**src/rtl/pixel_compositor.sv**
```systemverilog
// Final VGA pixel stage: priority overlay compositing with keying/blend, BRAM readback,
// force-black, and a matching delay line for hsync/vsync/blank.
module pixel_compositor #(
  parameter int                NUM_LAYERS = 4,
  parameter int                PIX_W      = 24,
  parameter int                SYNC_DLY   = 44,
  parameter logic [PIX_W-1:0]  KEY_COLOR  = 24'h000000
) (
  input  logic                        clk,
  input  logic                        reset,
  input  logic                        hsync,
  input  logic                        vsync,
  input  logic                        blank,
  input  logic [PIX_W-1:0]            base_pix,
  input  logic [NUM_LAYERS*PIX_W-1:0] layer_pix,
  input  logic [NUM_LAYERS-1:0]       layer_en,
  input  logic [NUM_LAYERS-1:0]       layer_blend,
  input  logic                        readback_en,
  input  logic                        in_display,
  input  logic [7:0]                  bram_dout,
  input  logic                        force_black,
  output logic [PIX_W-1:0]            pixel_out,
  output logic                        hsync_out,
  output logic                        vsync_out,
  output logic                        blank_out
);

  localparam int CH_W = PIX_W / 3;

  // Sync/blank delay lines; stage 0 of the vsync line doubles as the edge detector.
  logic [SYNC_DLY-1:0] r_hsync_sr;
  logic [SYNC_DLY-1:0] r_vsync_sr;
  logic [SYNC_DLY-1:0] r_blank_sr;

  always_ff @(posedge clk) begin
    if (reset) begin
      r_hsync_sr <= '1;
      r_vsync_sr <= '1;
      r_blank_sr <= '1;
    end else begin
      r_hsync_sr <= {r_hsync_sr[SYNC_DLY-2:0], hsync};
      r_vsync_sr <= {r_vsync_sr[SYNC_DLY-2:0], vsync};
      r_blank_sr <= {r_blank_sr[SYNC_DLY-2:0], blank};
    end
  end

  assign hsync_out = r_hsync_sr[SYNC_DLY-1];
  assign vsync_out = r_vsync_sr[SYNC_DLY-1];
  assign blank_out = r_blank_sr[SYNC_DLY-1];

  logic w_vsync_fall;
  assign w_vsync_fall = r_vsync_sr[0] & ~vsync;

  // Layer config is only sampled at frame start so switch changes never tear a frame.
  logic [NUM_LAYERS-1:0] r_en_q;
  logic [NUM_LAYERS-1:0] r_blend_q;

  always_ff @(posedge clk) begin
    if (reset) begin
      r_en_q    <= '0;
      r_blend_q <= '0;
    end else if (w_vsync_fall) begin
      r_en_q    <= layer_en;
      r_blend_q <= layer_blend;
    end
  end

  logic [NUM_LAYERS-1:0] w_layer_vis;

  genvar gi;
  generate
    for (gi = 0; gi < NUM_LAYERS; gi++) begin : g_vis
      assign w_layer_vis[gi] = r_en_q[gi] &&
                               (layer_pix[gi*PIX_W +: PIX_W] != KEY_COLOR);
    end
  endgenerate

  logic             w_hit;
  logic [PIX_W-1:0] w_sel_pix;
  logic             w_sel_blend;

  // Walk from the lowest priority upward so the lowest visible index wins.
  always_comb begin
    w_hit       = 1'b0;
    w_sel_pix   = '0;
    w_sel_blend = 1'b0;
    for (int i = NUM_LAYERS - 1; i >= 0; i--) begin
      if (w_layer_vis[i]) begin
        w_hit       = 1'b1;
        w_sel_pix   = layer_pix[i*PIX_W +: PIX_W];
        w_sel_blend = r_blend_q[i];
      end
    end
  end

  logic             r_hit;
  logic             r_sel_blend;
  logic [PIX_W-1:0] r_sel_pix;
  logic [PIX_W-1:0] r_base_pix;

  always_ff @(posedge clk) begin
    if (reset) begin
      r_hit       <= 1'b0;
      r_sel_blend <= 1'b0;
      r_sel_pix   <= '0;
      r_base_pix  <= '0;
    end else begin
      r_hit       <= w_hit;
      r_sel_blend <= w_sel_blend;
      r_sel_pix   <= w_sel_pix;
      r_base_pix  <= base_pix;
    end
  end

  logic [PIX_W-1:0] w_blend_pix;

  generate
    for (gi = 0; gi < 3; gi++) begin : g_blend
      logic [CH_W:0] w_sum;
      assign w_sum = {1'b0, r_sel_pix[gi*CH_W +: CH_W]} +
                     {1'b0, r_base_pix[gi*CH_W +: CH_W]};
      assign w_blend_pix[gi*CH_W +: CH_W] = w_sum[CH_W:1];
    end
  endgenerate

  // RGB332 expanded by zero-filling the low bits of each channel.
  logic [PIX_W-1:0] w_rb_pix;
  assign w_rb_pix = {bram_dout[7:5], 5'b0, bram_dout[4:2], 5'b0, bram_dout[1:0], 6'b0};

  logic [PIX_W-1:0] r_pixel;

  always_ff @(posedge clk) begin
    if (reset) begin
      r_pixel <= '0;
    end else if (force_black) begin
      r_pixel <= '0;
    end else if (readback_en) begin
      r_pixel <= in_display ? w_rb_pix : '1;
    end else if (r_hit && r_sel_blend) begin
      r_pixel <= w_blend_pix;
    end else if (r_hit) begin
      r_pixel <= r_sel_pix;
    end else begin
      r_pixel <= r_base_pix;
    end
  end

  assign pixel_out = r_pixel;

endmodule

```
**config.mk**
```make
export PLATFORM = sky130hd
export DESIGN_NAME = pixel_compositor
export DESIGN_NICKNAME = d
export VERILOG_FILES = /design/src/rtl/pixel_compositor.sv
export SDC_FILE = /design/constraint.sdc
export NUM_CORES = 1
export LEC_CHECK = 0
export BUFFER_PORTS_ARGS = -buffer_cell sky130_fd_sc_hd__buf_4
export CAP_MARGIN = 20
export CORE_MARGIN = 4
export CORE_UTILIZATION = 55
export CTS_CLUSTER_SIZE = 25
export DETAILED_ROUTE_END_ITERATION = 12
export PLACE_DENSITY = 0.81
export SKIP_CTS_REPAIR_TIMING = 1
export SLEW_MARGIN = 20
export SYNTH_ARGS = -nofsm -noshare
export SYNTH_HDL_FRONTEND = slang
export SYNTH_SLANG_ARGS = --single-unit
```
**constraint.sdc**
```tcl
create_clock -name clk -period 3.9 [get_ports clk]
set_clock_uncertainty 0.15 [all_clocks]
set_input_delay 0.585 -clock clk [delete_from_list [all_inputs] [get_ports clk]]
set_output_delay 0.585 -clock clk [all_outputs]
set_load 0.01 [all_outputs]
```
==> flow_summary.json, run 1 <==
{
  "outcome": "completed",
  "post-route-period-util": 0.698,
  "cts_tree": "yes",
  "port_buffers": 170,
  "ir_drop_mv": 0.355,
  "antenna_left": 0,
  "crit_fanout": 16,
  "synth-main-ff-cell": "dfxtp_1",
  "fin_util": 0.705,
  "drv_cap": 0,
  "finalMaxSlewViolations": 0,
  "async_flop_share": 0,
  "drtIter0Drc": 596,
  "grt_pass1_wl_um": 32300,
  "die_h_um": 130,
  "cts_sinks": 214,
  "die_w_um": 130,
  "cp-start-kind": "input port",
  "r2r_slack_ps": 1520,
  "antenna_found_initial": 0,
  "tns_ps": 0,
  "critPathArrivalTime_ps": 2990,
  "grt_max_degree": 85,
  "core-area_sq_um": 14500,
  "netlist_area_sq_um": 8120,
  "die-area_sq_um": 16800,
  "endpoint_kind": "register",
  "syn_inst": 835,
  "synth_edf_count": 0,
  "yosys.area.top_type": "dfxtp_1",
  "clk_path_buf_depth": 3,
  "synth_cell_types": 50,
  "grt_pass1_vias": 6262,
  "synth_seq_cells": 214,
  "avgSynthCellArea_sq_um": 9.73,
  "hold_path_class": "input port to register",
  "syn_nets": 1003,
  "rsz0062_at_grt": "false",
  "yosysWarningCount": 0,
  "area_growth_pct": 25.7,
  "worstSkewPairLatency_ps": 480,
  "regArea_sq_um": 4280,
  "dp_hpwl_um": 14700,
  "n_fill_cell": 1109,
  "cts_buffers": 21,
  "powerDensity_nw_per_um2": 472,
  "leakage_nw": 4.25,
  "hold_violations": 0,
  "overflow": 0,
  "drcViolationCount": 0,
  "viasPerCell": 5.47,
  "wirelength_um": 20500,
  "worstPathRequired_ps": 4160,
  "finalSetupViolations": 0,
  "root_buffer": "clkbuf_16",
  "clk_pin_slew_ps": 60,
  "multi_input_area_sq_um": 3580,
  "critPathKind": "input port to register",
  "routabilityCongestion": 0.880,
  "max_freq_ghz": 0.367,
  "htreeDepth": 1,
  "io_pins": 171,
  "start_util": 0.561,
  "vias": 6493,
  "antenna-diode-count": 0,
  "period_minus_slack_ps": 2720,
  "nets": 1156,
  "synthDominantCellAreaShare": 0.527,
  "drt_first_pass_iters": 5,
  "final_layout_size_suffix_gt1_frac": 0.351,
  "row_count": 44,
  "track_usage": 0.241,
  "ys_seq_area_frac": 0.527,
  "tightest_slew_ps": 902,
  "wl_per_cell_um": 17.3,
  "synth_area_leaders": "dfxtp_1, or2_2, ha_1",
  "relSlewSlack": 0.398
}
[per-stage QoR]
step / instance area [sq um] / cells / setup WS, ps / hold slack, ps / total power, mW
floorplan: 8120 / 835 / 1540 / 239 / 2.57
global placement: 9500 / 1149 / 803 / 242 / 2.79
detailed placement: 9500 / 1149 / 718 / 243 / 2.80
CTS: 10200 / 1186 / 1220 / 125 / 4.85
global route: 10200 / 1186 / 1000 / 121 / 4.99
finish: 10200 / 1186 / 1180 / 140 / 4.82
[cell usage after synthesis, types with 4 or more instances]
master,count
dfxtp_1,214
or2_2,133
nor2_1,69
nand2_1,44
clkbuf_1,42
o21ai_0,31
a21oi_1,30
nor2b_1,26
nor4_1,26
ha_1,21
a31oi_1,19
inv_1,19
mux2i_1,19
a221oi_1,14
and3_1,13
a211oi_1,11
nor4b_1,10
xnor2_1,9
a21o_1,7
mux2_2,6
nand3_1,6
nor3_1,6
nand4_1,5
a211o_1,4
a32oi_1,4
xor2_1,4
[metal layers]
layer	share of wire	GRT usage	up-vias
li1	-	-	3186
met1	0.44	0.339	2978
met2	0.43	0.370	276
met3	0.093	0.0544	53
met4	0.030	0.0782	0
met5	0	0	-
[state kept, by name, summed over array words and instances (netlist names)]
register     flops
r_sel_pix       24
pixel_out       24
r_vsync_sr      44
r_base_pix      24
r_en_q           4
r_blend_q        4
r_hit            1
r_hsync_sr      44
r_sel_blend      1
r_blank_sr      44
[report_power, final]
| part | internal [mW] | switching [mW] |
|---|---|---|
| Sequential | 2.24 | 0.0503 |
| Combinational | 0.229 | 0.239 |
| Clock | 1.25 | 0.806 |
[layout by cell type (no fill, tap or decap), drive strengths merged, types with 4 or more instances in the layout]
cell type  instances
a211o              4
a211oi            12
a21o               7
a21oi             30
a221oi            14
a31oi             19
a32oi              4
and3              13
buf              178
clkbuf            28
clkinv             4
dfxtp            214
ha                21
inv               19
mux2               6
mux2i             19
nand2             44
nand3              6
nand4              5
nor2              69
nor2b             26
nor3               6
nor4              26
nor4b             10
o21ai             31
or2              133
xnor2              9
xor2               4
[cell type report]
| cell class | count | area share |
|---|---|---|
| flip-flops and latches | 214 | 0.420 |
| clock buffers | 28 | 0.0570 |
| well taps | 184 | 0.0225 |
| repair buffers | 178 | 0.131 |
| clock inverters | 9 | 0.0126 |
| multi-input cells | 554 | 0.350 |
| inverters | 19 | 0.00698 |
[worst max-delay path: stages]
cell,delay [ps]
buf_4,120
nor4_1,590
nand4_1,170
o21a_1,410
nor3_1,770
o21ai_0,240
nand2_1,100
[final timing paths]
| kind | from | endpoint | cells after the start |
|---|---|---|---|
| hold reg to reg | r_blank_sr[20]$_SDFF_PP1_ | r_blank_sr[21]$_SDFF_PP1_ | 1 |
| setup reg to reg | r_hit$_SDFF_PP0_ | pixel_out[6]$_SDFF_PP0_ | 5 |
| setup / recovery | layer_pix[18] | r_sel_pix[0]$_SDFF_PP0_ | 7 |
| hold / removal | hsync | r_hsync_sr[0]$_SDFF_PP1_ | 2 |
[cell families (layout without fill, tap and decap cells)]
kind of cell | after synthesis | after routing | synth area share
and+or+nand+nor | 350 | 350 | 0.237
DFF | 214 | 214 | 0.527
AOI/OAI and AO/OA | 142 | 142 | 0.118
buffers and inverters | 67 | 234 | 0.0322
muxes | 25 | 25 | 0.0317
adders and majority gates | 24 | 24 | 0.0397
xor gates and xnor gates | 13 | 13 | 0.0140
No activity file was read; power rests on OpenSTA's default activity.
==> run 2: changes to the inputs <==
--- a/config.mk
+++ b/config.mk
@@ -8,10 +8,10 @@
 export BUFFER_PORTS_ARGS = -buffer_cell sky130_fd_sc_hd__buf_4
 export CAP_MARGIN = 20
 export CORE_MARGIN = 4
-export CORE_UTILIZATION = 55
+export CORE_UTILIZATION = 49
 export CTS_CLUSTER_SIZE = 25
 export DETAILED_ROUTE_END_ITERATION = 12
-export PLACE_DENSITY = 0.81
+export PLACE_DENSITY = 0.77
 export SKIP_CTS_REPAIR_TIMING = 1
 export SLEW_MARGIN = 20
 export SYNTH_ARGS = -nofsm -noshare
==> constraint.sdc (replaced) <==
create_clock -name clk -period 2.25 [get_ports clk]
set_clock_uncertainty 0.15 [all_clocks]
set_input_delay 0.3375 -clock clk [delete_from_list [all_inputs] [get_ports clk]]
set_output_delay 0.3375 -clock clk [all_outputs]
set_load 0.01 [all_outputs]
==> run 2 against run 1 <==
  * The run now ends with negative hold slack left
  * Utilization shrank 0.94 points
  * Non-clock buffer count is 89 higher
  * Setup slack lost 1100 ps
  * Register-to-register slack lost 1400 ps
  * Clock power rose by 89%
  * Wire length is 7.7% higher
  * Critical endpoint is now pixel_out[13]$_SDFF_PP0_
==> flow_summary.json, run 2 (same netlist as run 1, synthesis figures left out) <==
{
  "outcome": "complete, but fails checks",
  "violations": "negative hold slack",
  "core-area_sq_um": 16100,
  "finalSetupViolations": 0,
  "nets": 1246,
  "r2r_slack_ps": 90,
  "rr_endpoint": "pixel_out[13]$_SDFF_PP0_",
  "hold_violations": 1,
  "max_freq_ghz": 0.462,
  "stdcell_area_sq_um": 11200,
  "grt_pass1_wl_um": 33700,
  "dp_hpwl_um": 15400,
  "drtIter0Drc": 609,
  "overflow": 0,
  "rr_startpoint": "r_sel_pix[8]$_SDFF_PP0_",
  "critPathArrivalTime_ps": 2400,
  "whs_path_depth": 3,
  "cp-start-kind": "register",
  "finalMaxSlewViolations": 0,
  "drcViolationCount": 0,
  "tns_ps": 0,
  "post-route-period-util": 0.961,
  "htreeDepth": 1,
  "final_layout_size_suffix_gt1_frac": 0.362,
  "place_area_sq_um": 9840,
  "track_usage": 0.226,
  "dp.cells": 1218,
  "n_fill_cell": 1187,
  "root_buffer": "clkbuf_16",
  "critPathKind": "register to register",
  "cts_buffers": 22,
  "rsz0062_at_grt": "false",
  "crit_fanout": 3,
  "hold_start": "layer_pix[12]",
  "antenna_found_initial": 0,
  "tightest_slew_ps": 631,
  "routabilityCongestion": 0.974,
  "leakage_nw": 4.69,
  "port_buffers": 170,
  "power_mw": 8.82,
  "multi_input_area_sq_um": 3590,
  "powerDensity_nw_per_um2": 789,
  "relSlewSlack": 0.579,
  "clk_path_buf_depth": 3,
  "final_cell_mix": "dfxtp_1, buf_4, or2_2, nor2_1, dlygate4sd3_1",
  "regArea_sq_um": 4280,
  "vias": 6935,
  "wirelength_um": 22100,
  "die-area_sq_um": 18700,
  "grt_max_degree": 136,
  "io_pins": 171,
  "worstSkewPairLatency_ps": 500,
  "dp_slack_ps": -173,
  "wl_per_cell_um": 16.9,
  "fin_util": 0.696,
  "worstHoldEndpoint": "r_sel_pix[12]$_SDFF_PP0_",
  "row_count": 46,
  "fin_ws_ps": 87.5,
  "fin_cells": 1309,
  "worstPathRequired_ps": 2490,
  "area_growth_pct": 37.5,
  "cts_tree": "yes",
  "cts_sinks": 214,
  "final_common_cell": "dfxtp_1",
  "r2r_cells": 8,
  "holdWs_ps": -27.7,
  "grt_pass1_vias": 6543,
  "hold_path_class": "input port to register",
  "drv_cap": 0,
  "crit_path_start": "r_sel_pix[8]$_SDFF_PP0_",
  "die_w_um": 137,
  "clk_pin_slew_ps": 70,
  "endpoint_kind": "register",
  "antenna_left": 0,
  "die_h_um": 137,
  "drt_first_pass_iters": 6,
  "start_util": 0.506,
  "antenna-diode-count": 0,
  "ir_drop_mv": 0.594,
  "period_minus_slack_ps": 2160,
  "viasPerCell": 5.30,
  "top_regs": "r_blank_sr: 44 flops, r_hsync_sr: 44 flops, r_vsync_sr: 44 flops"
}
-- run 2: cell count changes in the layout (fill, tap and decap cells not counted), moves of 2 or more --
cell / delta
a21oi_1: -2
buf_12: +2
dlygate4sd3_1: +52
buf_4: +35
clkinv_2: -2
clkbuf_1: -2
a21oi_2: +2
-- run 2: power breakdown --
part | internal (mW) | switching (mW) | total (mW)
combinational | 0.502 | 0.463 | 0.965
clock | 2.41 | 1.49 | 3.89
sequential | 3.89 | 0.0763 | 3.96
-- run 2: layout make-up --
class / instances / area share
clock buffers: 28 / 0.0549
clock inverters: 11 / 0.0165
inverters: 19 / 0.00638
multi-input cells: 554 / 0.321
flip-flops and latches: 214 / 0.383
well taps: 216 / 0.0242
repair buffers: 267 / 0.193
-- run 2: per-layer routing --
metal / track usage / routed length (um)
met5: 0 / 0
met4: 0.0722 / 733
met3: 0.0467 / 1910
met2: 0.351 / 9810
met1: 0.316 / 9610
-- run 2: worst max-delay path by stage --
| stage | slack, ps | to | cells after the start |
|---|---|---|---|
| 5_1_grt | 3 | pixel_out[13]$_SDFF_PP0_ | 8 |
| 3_3_place_gp | -160 | r_sel_pix[23]$_SDFF_PP0_ | 10 |
| 4_1_cts | 30 | pixel_out[13]$_SDFF_PP0_ | 8 |
| 3_5_place_dp | -170 | r_sel_pix[3]$_SDFF_PP0_ | 10 |
| 2_1_floorplan | 140 | r_sel_pix[12]$_SDFF_PP0_ | 6 |
| 6_report | 90 | pixel_out[13]$_SDFF_PP0_ | 8 |
-- run 2: critical path, stage by stage, from the launching register on --
cell and delay, ps:
dfxtp_1 360, and2_1 190, fa_1 400, a21o_1 210
a21oi_2 160, o21bai_1 90, a21oi_1 180, mux2i_1 250
a211oi_1 80
==> run 3: changes to the inputs <==
--- a/config.mk
+++ b/config.mk
@@ -8,10 +8,11 @@
 export BUFFER_PORTS_ARGS = -buffer_cell sky130_fd_sc_hd__buf_4
 export CAP_MARGIN = 20
 export CORE_MARGIN = 4
-export CORE_UTILIZATION = 49
+export CORE_UTILIZATION = 51
+export CTS_BUF_LIST = sky130_fd_sc_hd__clkbuf_4
 export CTS_CLUSTER_SIZE = 25
 export DETAILED_ROUTE_END_ITERATION = 12
-export PLACE_DENSITY = 0.77
+export PLACE_DENSITY = 0.79
 export SKIP_CTS_REPAIR_TIMING = 1
 export SLEW_MARGIN = 20
 export SYNTH_ARGS = -nofsm -noshare
==> run 3 against run 2 <==
  * The flow finishes with violations (negative setup slack)
  * Largest cell class unchanged
  * Global-route usage hardly changed
  * Setup slack worse by 140 ps
  * Sequential power hardly changed
  * Utilization is 6.8 points higher
  * First-iteration DRC count is 6.4% lower
==> flow_summary.json, run 3 (same netlist as run 1, synthesis figures left out) <==
{
  "power_mw": 8.27,
  "finalMaxSlewViolations": 0,
  "tightest_slew_ps": 651,
  "nets": 1350,
  "start_util": 0.527,
  "root_buffer": "clkbuf_4",
  "fin_ws_ps": -56.7,
  "max_freq_ghz": 0.434,
  "htreeDepth": 2,
  "cp-start-kind": "input port",
  "rr_startpoint": "r_en_q[0]$_SDFFE_PP0P_",
  "relSlewSlack": 0.565,
  "final_cell_mix": "buf_4, dfxtp_1, or2_2, dlygate4sd3_1, clkbuf_4",
  "antenna_left": 0,
  "ir_drop_mv": 0.522,
  "cts_buffers": 52,
  "crit_fanout": 16,
  "n_fill_cell": 991,
  "io_pins": 171,
  "hold_path_class": "input port to register",
  "grt_pass1_wl_um": 32900,
  "stdcell_area_sq_um": 11800,
  "final_common_cell": "buf_4",
  "grt_max_degree": 67,
  "hold_violations": 0,
  "antenna_found_initial": 2,
  "routabilityCongestion": 0.995,
  "multi_input_area_sq_um": 3590,
  "drcViolationCount": 0,
  "endpoint_kind": "register",
  "cts_tree": "yes",
  "period_minus_slack_ps": 2310,
  "cts_sinks": 214,
  "wirelength_um": 25000,
  "crit_path_start": "layer_pix[52]",
  "outcome": "complete, but fails checks",
  "critPathKind": "input port to register",
  "tns_ps": -124,
  "worstSkewPairLatency_ps": 660,
  "die_h_um": 134,
  "row_count": 45,
  "dp.cells": 1212,
  "vias": 7679,
  "clk_path_buf_depth": 3,
  "place_area_sq_um": 9800,
  "area_growth_pct": 45.1,
  "track_usage": 0.226,
  "finalSetupViolations": 3,
  "leakage_nw": 5.02,
  "critPathArrivalTime_ps": 2660,
  "die_w_um": 134,
  "powerDensity_nw_per_um2": 701,
  "final_layout_size_suffix_gt1_frac": 0.363,
  "regArea_sq_um": 4290,
  "drv_cap": 0,
  "violations": "negative setup slack",
  "clk_pin_slew_ps": 60,
  "drtIter0Drc": 570,
  "wl_per_cell_um": 17.4,
  "hold_start": "layer_pix[46]",
  "dp_hpwl_um": 15100,
  "die-area_sq_um": 18000,
  "top_regs": "r_blank_sr: 44 flops, r_hsync_sr: 44 flops, r_vsync_sr: 44 flops",
  "port_buffers": 170,
  "grt_pass1_vias": 6539,
  "drt_first_pass_iters": 6,
  "post-route-period-util": 1.03,
  "fin_cells": 1436,
  "worstPathRequired_ps": 2600,
  "viasPerCell": 5.35,
  "overflow": 0,
  "core-area_sq_um": 15400
}
## run 3: changes by cell type in the layout (fill, tap and decap cells not counted), moves of 3 or more
cell,before,now
bufinv_16,4,1
clkinv_1,0,13
clkbuf_16,22,0
clkbuf_8,4,0
dlygate4sd3_1,52,127
clkbuf_4,0,77
## run 3: worst paths after layout
| path | end | slack (ps) | depth (start not counted) |
|---|---|---|---|
| hold reg to reg | r_blank_sr[20]$_SDFF_PP1_ | 230 | 1 |
| hold / removal | r_sel_pix[22]$_SDFF_PP0_ | 3 | 5 |
| setup / recovery | r_sel_pix[18]$_SDFF_PP0_ | -60 | 11 |
| setup reg to reg | r_sel_pix[4]$_SDFF_PP0_ | 70 | 6 |
## run 3: layer usage
layer / global-route usage / routed length (um)
met5: 0 / 0
met4: 0.0905 / 991
met3: 0.0611 / 2570
met2: 0.336 / 11300
met1: 0.314 / 10100
## run 3: per-stage QoR
stage               hold WS [ps]   util  setup slack, ps
finish                      2.69  0.764            -56.7
global route               -1.91  0.764             -132
CTS                         -326  0.680             28.7
detailed placement           242  0.636             -297
global placement             242  0.636             -390
floorplan                    239      -              140
## run 3: power breakdown
part | internal, mW | switching (mW) | total, mW
sequential | 3.89 | 0.0805 | 3.97
clock | 1.69 | 1.52 | 3.21
combinational | 0.584 | 0.505 | 1.09
## run 3: area by class of cell
| class | instances | share of cell area |
|---|---|---|
| Antenna cell | 2 | 0.000425 |
| Clock buffer | 77 | 0.0490 |
| Clock inverter | 18 | 0.00913 |
| Inverter | 19 | 0.00605 |
| Multi-Input combinational cell | 554 | 0.305 |
| Sequential cell | 214 | 0.364 |
| Tap cell | 211 | 0.0224 |
| Timing Repair Buffer | 341 | 0.244 |
## run 3: critical path, stage by stage
cell and delay [ps]:
dlygate4sd3_1 540, buf_4 140, nor4_1 280, nand2_1 160, o31ai_4 220, buf_4 200, buf_4 210, nor2_1 60
o21ai_0 290, buf_4 170, nand2_1 40
